**src/rtl/line_doubler.sv**
```systemverilog
// line_doubler: ping-pong scanline buffer between the PPU pixel stream and the
// VGA output stage. The PPU fills one bank while the VGA side replays the other
// REPEAT times, holding each pixel for HSCALE output cycles.
module line_doubler #(
   parameter int PIX_W    = 6,
   parameter int LINE_LEN = 256,
   parameter int REPEAT   = 2,
   parameter int HSCALE   = 2
) (
   input  logic             clock25,
   input  logic             reset_n,
   input  logic             wr_valid,
   input  logic [PIX_W-1:0] wr_data,
   input  logic             wr_eol,
   output logic             wr_ready,
   input  logic             rd_start,
   output logic             rd_valid,
   output logic [PIX_W-1:0] rd_data,
   output logic             rd_underrun,
   output logic             rd_overrun,
   output logic [1:0]       fill
);

   localparam int AW = $clog2(LINE_LEN);
   localparam int HW = (HSCALE > 1) ? $clog2(HSCALE) : 1;
   localparam int RW = 3;

   localparam logic [AW-1:0] LAST_PTR = AW'(LINE_LEN - 1);
   localparam logic [HW-1:0] LAST_H   = HW'(HSCALE - 1);
   localparam logic [RW-1:0] REP_INIT = RW'(REPEAT);

   typedef enum logic {S_IDLE, S_OUT} state_t;

   // Both banks live in one array; the bank select is the address MSB.
   logic [PIX_W-1:0] mem_q [2*LINE_LEN];

   logic [1:0]       full_q, full_d;
   logic             wbank_q, wbank_d;
   logic [AW-1:0]    wptr_q, wptr_d;

   state_t           state_q;
   logic             rbank_q;
   logic [RW-1:0]    rep_q;
   logic [HW-1:0]    hcnt_q;
   logic [AW-1:0]    rptr_q;
   logic             underrun_q;
   logic             overrun_q;
   logic [PIX_W-1:0] rdata_q;

   logic             wr_xfer;
   logic             wr_close;
   logic [AW:0]      wr_addr;

   logic             rd_out;
   logic             rd_accept;
   logic             rd_last;
   logic             rd_release;
   logic             rd_en;
   logic [AW-1:0]    rd_ptr_nxt;
   logic [AW:0]      rd_addr;

   // Writer side: a pixel moves whenever the current write bank is not full.
   assign wr_ready = ~full_q[wbank_q];
   assign wr_xfer  = wr_valid & wr_ready;
   assign wr_close = wr_xfer & (wr_eol | (wptr_q == LAST_PTR));
   assign wr_addr  = {wbank_q, wptr_q};

   // Reader side decode. The RAM has one cycle of read latency, so the address
   // issued in a cycle is the pixel shown in the next one: on accept that is
   // pixel 0, inside OUT it is the pixel after the current hold slot.
   assign rd_out     = (state_q == S_OUT);
   assign rd_accept  = (state_q == S_IDLE) & rd_start & full_q[rbank_q];
   assign rd_last    = rd_out & (hcnt_q == LAST_H) & (rptr_q == LAST_PTR);
   assign rd_release = rd_last & (rep_q == RW'(1));
   assign rd_en      = rd_accept | (rd_out & ~rd_last);
   assign rd_addr    = {rbank_q, rd_ptr_nxt};

   // Next pixel to fetch for the following output cycle.
   always_comb begin
      rd_ptr_nxt = '0;
      if (rd_out) begin
         if (hcnt_q == LAST_H) rd_ptr_nxt = rptr_q + AW'(1);
         else                  rd_ptr_nxt = rptr_q;
      end
   end

   // Write bank/pointer advance; a closed line hands the bank to the reader.
   always_comb begin
      wbank_d = wbank_q;
      wptr_d  = wptr_q;
      if (wr_close) begin
         wbank_d = ~wbank_q;
         wptr_d  = '0;
      end else if (wr_xfer) begin
         wptr_d  = wptr_q + AW'(1);
      end
   end

   // Bank occupancy: the writer only sets a non-full bank and the reader only
   // clears a full one, so both updates can land in the same cycle.
   always_comb begin
      full_d = full_q;
      if (wr_close)   full_d[wbank_q] = 1'b1;
      if (rd_release) full_d[rbank_q] = 1'b0;
   end

   // Writer state and bank-full flags.
   always_ff @(posedge clock25) begin
      if (!reset_n) begin
         full_q  <= '0;
         wbank_q <= 1'b0;
         wptr_q  <= '0;
      end else begin
         full_q  <= full_d;
         wbank_q <= wbank_d;
         wptr_q  <= wptr_d;
      end
   end

   // RAM write port; contents survive reset.
   always_ff @(posedge clock25) begin
      if (wr_xfer) mem_q[wr_addr] <= wr_data;
   end

   // RAM read port; the output register is forced to zero outside a line.
   always_ff @(posedge clock25) begin
      if (!reset_n)   rdata_q <= '0;
      else if (rd_en) rdata_q <= mem_q[rd_addr];
      else            rdata_q <= '0;
   end

   // Reader FSM: replays the full bank REPEAT times, then releases it.
   always_ff @(posedge clock25) begin
      if (!reset_n) begin
         state_q    <= S_IDLE;
         rbank_q    <= 1'b0;
         rep_q      <= '0;
         hcnt_q     <= '0;
         rptr_q     <= '0;
         underrun_q <= 1'b0;
         overrun_q  <= 1'b0;
      end else begin
         underrun_q <= 1'b0;
         overrun_q  <= 1'b0;
         case (state_q)
            S_IDLE: begin
               if (rd_start) begin
                  if (full_q[rbank_q]) begin
                     state_q <= S_OUT;
                     hcnt_q  <= '0;
                     rptr_q  <= '0;
                     if (rep_q == '0) rep_q <= REP_INIT;
                  end else begin
                     underrun_q <= 1'b1;
                  end
               end
            end
            S_OUT: begin
               overrun_q <= rd_start;
               if (hcnt_q == LAST_H) begin
                  hcnt_q <= '0;
                  rptr_q <= rptr_q + AW'(1);
               end else begin
                  hcnt_q <= hcnt_q + HW'(1);
               end
               if (rd_last) begin
                  state_q <= S_IDLE;
                  rep_q   <= rep_q - RW'(1);
                  if (rep_q == RW'(1)) rbank_q <= ~rbank_q;
               end
            end
            default: state_q <= S_IDLE;
         endcase
      end
   end

   assign rd_valid    = rd_out;
   assign rd_data     = rdata_q;
   assign rd_underrun = underrun_q;
   assign rd_overrun  = overrun_q;
   assign fill        = {1'b0, full_q[0]} + {1'b0, full_q[1]};

endmodule
```
**config.mk**
```make
export PLATFORM = sky130hd
export DESIGN_NAME = line_doubler
export DESIGN_NICKNAME = d
export VERILOG_FILES = /design/src/rtl/line_doubler.sv
export SDC_FILE = /design/constraint.sdc
export NUM_CORES = 2
export LEC_CHECK = 0
export ABC_AREA = 1
export CORE_MARGIN = 3
export CORE_UTILIZATION = 40
export CTS_CLUSTER_DIAMETER = 40
export DETAILED_ROUTE_END_ITERATION = 16
export PLACE_DENSITY = 0.51
export SLEW_MARGIN = 20
export SYNTH_ARGS = -nofsm -noshare
export SYNTH_HDL_FRONTEND = slang
export SYNTH_SLANG_ARGS = --single-unit
```
**constraint.sdc**
```tcl
create_clock -name clock25 -period 3.3 [get_ports clock25]
set_clock_uncertainty 0.15 [all_clocks]
set_input_delay 0.66 -clock clock25 [delete_from_list [all_inputs] [get_ports clock25]]
set_output_delay 0.66 -clock clock25 [all_outputs]
set_load 0.03 [all_outputs]
```
# ---- Word-level counts from Yosys, hierarchy flattened
# Memories as Yosys holds them, arrays and structs flattened. A register that Yosys moved wholly into a read port is not among the register bits.
# Index checks and enable logic that the tools add are counted.
dict set report word_totals {
  memories 1
  regBits 27
  ram_bits 3072
  output_inout_bits 12
  inputBits 11
  word_cells 89
}
dict set report classes {
  bitwise 20
  n_reduce_logical 11
  n_mux 31
  eq_ne 7
  magnitude_cmp 4
  addsub 5
}
# name depth width read_ports rd_ports_with_merged_regs write_ports line
set mem_list {}
lappend mem_list {mem_q 512 6 1 1 1 35} ;# logic [PIX_W-1:0] mem_q [2*LINE_LEN];
# op count
set op_table {}
lappend op_table {{8-bit 2-to-1 mux} 4}
lappend op_table {{8-bit by 1-bit adder with 8-bit output (second input constant)} 2}
lappend op_table {{8-bit equality test (second input constant)} 2}
lappend op_table {{8-bit one-hot mux with 2 select lines} 1}
lappend op_table {{1-bit 2-to-1 mux} 15}
lappend op_table {{3-bit 2-to-1 mux} 4}
lappend op_table {{1-bit bitwise AND} 8}
lappend op_table {{1-bit NOT} 7}
lappend op_table {{2-bit by 1-bit != test with 1-bit output (second input constant)} 3}
lappend op_table {{3-bit one-hot mux with 2 select lines} 1}
lappend op_table {{2-bit AND reduction} 3}
lappend op_table {{1-bit by 2-bit less-than comparator with 1-bit output (second input constant)} 2}
lappend op_table {{2-bit 2-to-1 mux} 2}
lappend op_table {{1-bit one-hot mux with 2 select lines} 2}
lappend op_table {{4-bit AND reduction} 1}
lappend op_table {{3-bit by 1-bit equality test with 1-bit output (second input constant)} 1}
lappend op_table {{3-bit zero test} 1}
lappend op_table {{3-bit AND reduction} 1}
lappend op_table {{3-bit OR reduction} 1}
lappend op_table {{3-bit by 1-bit subtractor with 3-bit output (second input constant)} 1}
lappend op_table {{1-bit by 1-bit adder with 2-bit output} 1}
lappend op_table {{2-bit bitwise AND} 1}
lappend op_table {{1-bit demux with 1-bit select} 2}
lappend op_table {{1-bit >= comparator (second input constant)} 2}
lappend op_table {{other kinds (8)} 10}

# ---- Depth between registers and ports, before layout
dict set report logic_depth {
  depth_word 8
  ltp_mapped 19
  depth_no_buf 16
}

# ---- Worst setup path before layout
# No wires, ideal clock.
dict set report synth_path {
  path_type {register to register}
  from {register wbank_q}
  to {memory mem_q[111][0] (enable)}
  path_buffers 2
  stages_incl_launch_ff 10
  period_less_slack_ps 3105
  t_arrival_ps 2606
  t_required_ps 2800
  slack_ps 195
  cell_sequence {dfxtp_1 clkbuf_1 o21ai_0 nand2_1 inv_1 nand2_1 nor2_1 clkinv_1 clkbuf_1 nor2_1}
}
dict set report synth_between {
  elab_chain_cells 6
}
# element line
set synth_lines {}
lappend synth_lines {{from (decl)} 38} ;# logic wbank_q, wbank_d;
lappend synth_lines {{from (signal assigned)} 115} ;# wbank_q <= wbank_d;
lappend synth_lines {{1-bit 2-to-1 mux (not written as such) (2 in a row)} 63} ;# assign wr_ready = ~full_q[wbank_q];
lappend synth_lines {{1-bit NOT} 63}
lappend synth_lines {{via wr_ready} 15} ;# output logic wr_ready,
lappend synth_lines {{1-bit bitwise AND} 64} ;# assign wr_xfer = wr_valid & wr_ready;
lappend synth_lines {{1-bit 2-to-1 mux} 122} ;# if (wr_xfer) mem_q[wr_addr] <= wr_data;
lappend synth_lines {{1-bit 2-to-1 mux (not written as such)} 122}
lappend synth_lines {{to (decl)} 35}
# The timed path passes the listed nets, and every way through them passes these cells. The select of a mux whose other input is x is not followed.

# ---- Worst setup path after layout
dict set report layout_path {
  from {register rptr_q[0]}
  to {register rdata_q[4], in the netlist rd_data[4] (read register of mem_q)}
}
dict set report layout_between {
  elab_chain_cells 7
  elab_cells_between_ends 10
  cone_classes {add/sub (1); eq/ne (1); mux (2); bitwise (4); reduce/logical (2)}
}
# element line
set layout_lines {}
lappend layout_lines {{from (decl)} 45} ;# logic [AW-1:0] rptr_q;
lappend layout_lines {{from (signal assigned)} 162} ;# rptr_q <= rptr_q + AW'(1);
lappend layout_lines {{branches (longest 7 deep; another with 8-bit by 1-bit adder with 8-bit output)} -}
lappend layout_lines {{to (decl)} 48} ;# logic [PIX_W-1:0] rdata_q;
# Parallel ways; which one is timed is not known.
# A chain may end at the register's enable or synchronous reset.

==> flow_summary_export.csv <==
group,metric,value,unit
run_status,status,"finished, final reports clean",
cells_and_area,nFillCells,30100,
grt,grt_pass1_vias,94300,
worst_setup_path,critPathMaxFanout,17,
yosys,synth-async-reset-ratio,0,
placement,hpwl,258000,um
yosys,synth.top_cell.area_share,0.681,
worst_setup_path,crit_required,4.01,ns
yosys,syn_area,135000,um2
timing,tns,0,ns
cells_and_area,drive_gt1_frac,0.149,
floorplan,coreArea,335000,um2
yosys,ys.flop_type,"edfxtp_1",
floorplan,initial_utilization,0.404,
yosys,synth-xor-area-share,0.000194,
yosys,synth_top_family_by_area,"simple AND/OR/NAND/NOR gates",
yosys,synth-seq-area-share,0.686,
yosys,synth_edf_count,3072,
timing,hold_viol_final,0,
yosys,yosysTopAreaCell,"edfxtp_1",
cells_and_area,seqCellArea,92900,um2
job,cap_violations,0,
route,drtIter0Drc,10200,
placement,gp_congestion,0.894,
cts,clock_latency,0.94,ns
cts,clkSinkCount,3105,
worst_setup_path,endpoint_kind,"flip-flop",
floorplan,die_area,345000,um2
floorplan,die_y,588,um
route,drcViolationCount,0,
cells_and_area,area_growth_syn_to_layout,22.3,%
yosys,synth-adder-area-share,0.000832,
yosys,muxShareOfSynthArea,0,
worst_setup_path,ff2ff_path_depth,18,
worst_setup_path,ff2ff_setup_slack,0.009,ns
grt,grt_max_degree,89,
grt,grt_overflow,0,
placement,port_buffers,22,
timing,fmax,0.304,GHz
route,wl_per_cell,23.3,um
worst_setup_path,arrival,4.01,ns
cts,cts_root_buffer,"clkbuf_16",
yosys,synthSimpleGateAreaFrac,0.176,
cells_and_area,multi_input_area,30900,um2
yosys,syn_nets,12400,
timing,fin_crit,3.29,ns
route,via_per_inst,5.32,
route,drtAntennaViolNets,0,
route,drt_pre_antenna_iters,8,
power,p_per_area,576,nW/um2
worst_setup_path,crit_type,"reg2reg",
yosys,post_synth.cell_area_avg,10.9,um2
yosys,synth_warnings,0,
hold_path,whs_path_depth,1,
grt,grtUsageTotal,0.237,
timing,fin_crit_sh,0.997,
cts,cts_inserted_buffers,454,
yosys,ys_types,32,
timing,finalSetupViolCount,0,
yosys,synth_compound_area_frac,0.0480,
yosys,synth_top_cells_by_area,"edfxtp_1 (68%), nand3_1 (7.7%), inv_1 (5.9%)",
yosys,synth_cells,12400,
cts,cts_tree,"done",
power,p_leak,67.2,nW
floorplan,dieWidth,588,um
route,vias,96000,
route,wl,422000,um
yosys,yosys_register_bits,3105,
cells_and_area,finalNetCount,13200,
power,ir_worst_vdd,0.495,mV
cts,htree_num_levels,5,
timing,slew_headroom,0.287,
cts,clk_path_buf_depth,4,
grt,grt_pass1_wl,619000,um
cells_and_area,final_util,0.494,
cts,clk_pin_slew,0.06,ns
timing,finalMaxSlewViolations,0,
timing,rsz0062_at_grt,"yes",
timing,worstMarginPinSlew,1.07,ns
floorplan,ios,23,
hold_path,min_path_type,"in2reg",
grt,antenna_found_initial,22,
worst_setup_path,start_kind,"flip-flop",
floorplan,rows,212,
cell type report:
class | count | share of cell area
sequential | 3105 | 0.561
multi-input combinational | 6294 | 0.187
timing repair buffer | 1161 | 0.0736
clock buffer | 490 | 0.0706
inverter | 2141 | 0.0488
tap | 4494 | 0.0340
clock inverter | 367 | 0.0251
antenna | 12 | 0.000181
layout by cell type (no fill, tap or decap), types with 13 or more instances in the layout:
cell type,count
inv_8,21
clkinv_4,54
o21ai_0,166
a21oi_1,33
inv_6,59
clkbuf_1,26
clkbuf_16,471
clkinv_2,57
dfxtp_1,32
nand3_1,2035
o21ai_1,271
edfxtp_1,3072
buf_4,875
clkinv_1,44
buf_16,22
nand4_1,560
buf_6,13
nor2_1,549
o211ai_1,547
clkinvlp_4,60
nand3_2,41
bufinv_16,60
buf_12,212
nand2_1,2031
nand2_4,16
inv_1,2133
routing by layer:
metal	GRT usage	share of wire	vias up
li1	-	-	44400
met1	0.330	0.43	47200
met2	0.380	0.47	3667
met3	0.0303	0.069	695
met4	0.0879	0.036	0
met5	0	0	-
logic make-up (layout without fill, tap and decap cells):
| kind of cell | Yosys count | after routing |
|---|---|---|
| and+or+nand+nor | 5259 | 5259 |
| other | 0 | 12 |
| xor gates and xnor gates | 3 | 3 |
| buffers and inverters | 3022 | 4159 |
| DFF | 3105 | 3105 |
| AOI/OAI and AO/OA | 1023 | 1023 |
| adders and majority gates | 9 | 9 |
cells in the mapped netlist, types with 2 or more instances:
| master | number |
|---|---|
| inv_2 | 5 |
| xor2_1 | 3 |
| nand2_4 | 2 |
| nand4_1 | 560 |
| buf_6 | 13 |
| clkbuf_1 | 373 |
| inv_1 | 2134 |
| a21oi_1 | 33 |
| nor3_2 | 2 |
| nand2_1 | 2047 |
| o21ai_0 | 168 |
| o21ai_1 | 271 |
| buf_2 | 419 |
| nor3_1 | 11 |
| dfxtp_1 | 33 |
| edfxtp_1 | 3072 |
| nand3_1 | 2079 |
| buf_4 | 12 |
| buf_1 | 64 |
| nor2_1 | 554 |
| o211ai_1 | 547 |
| ha_1 | 9 |
flip-flops by register name, summed over array words and instances, names as in the netlist, 2 cells and up:
register and cells:
full_q 2, mem_q 3072, rd_data 6, rep_q 3, rptr_q 8, wptr_q 8
critical path: stages (launching register included):
cell and delay (ns):
dfxtp_1 0.32, ha_1 0.31, inv_1 0.07, nand2_1 0.08, nand3_4 0.14, buf_4 0.18
buf_6 0.23, buf_12 0.19, o211ai_1 0.12, nand3_1 0.15, nand3_1 0.12, nand3_1 0.10
nand3_1 0.24, nand3_2 0.19, nand3_1 0.11, buf_4 0.21, nand3_1 0.07, nand2_1 0.07
nor2_1 0.12
metrics by stage:
stage	setup WS [ns]	power, mW	hold slack [ns]	std cells	instance area (um2)
CTS	0.00299	96.1	0.0343	18000	165000
global route	-0.0350	97.9	0.0675	18100	166000
finish	0.00914	95.3	0.111	18100	166000
detailed placement	-0.120	46.4	0.321	17200	149000
global placement	-0.140	46.4	0.315	17200	149000
floorplan	0.195	44.8	0.302	12400	135000
power by group:
part,switching (mW),internal (mW)
Combinational,1.77,0.521
Sequential,0.0224,43.4
Clock,18.9,30.7
path summary, 6_finish.rpt:
check / startpoint / endpoint
setup reg to reg: rptr_q[0]$_SDFFE_PN0P_ / rd_data[4]$_SDFF_PN0_
hold / removal: wr_data[3] / mem_q[475][3]$_DFFE_PP_
setup / recovery: rptr_q[0]$_SDFFE_PN0P_ / rd_data[4]$_SDFF_PN0_
hold reg to reg: rptr_q[7]$_SDFFE_PN0P_ / rptr_q[7]$_SDFFE_PN0P_
what timing repair did:
action | in CTS | in global routing
endpoints found under the hold margin | 55 | 0
gates resized for setup | 30 | 70
endpoints found under the setup margin | 10 | 6
cloned | 4 | 9
hold buffers | 4 | 0
pin swaps | 4 | 3
buffers inserted | 7 | 0
No activity file was read; power rests on OpenSTA's default activity.
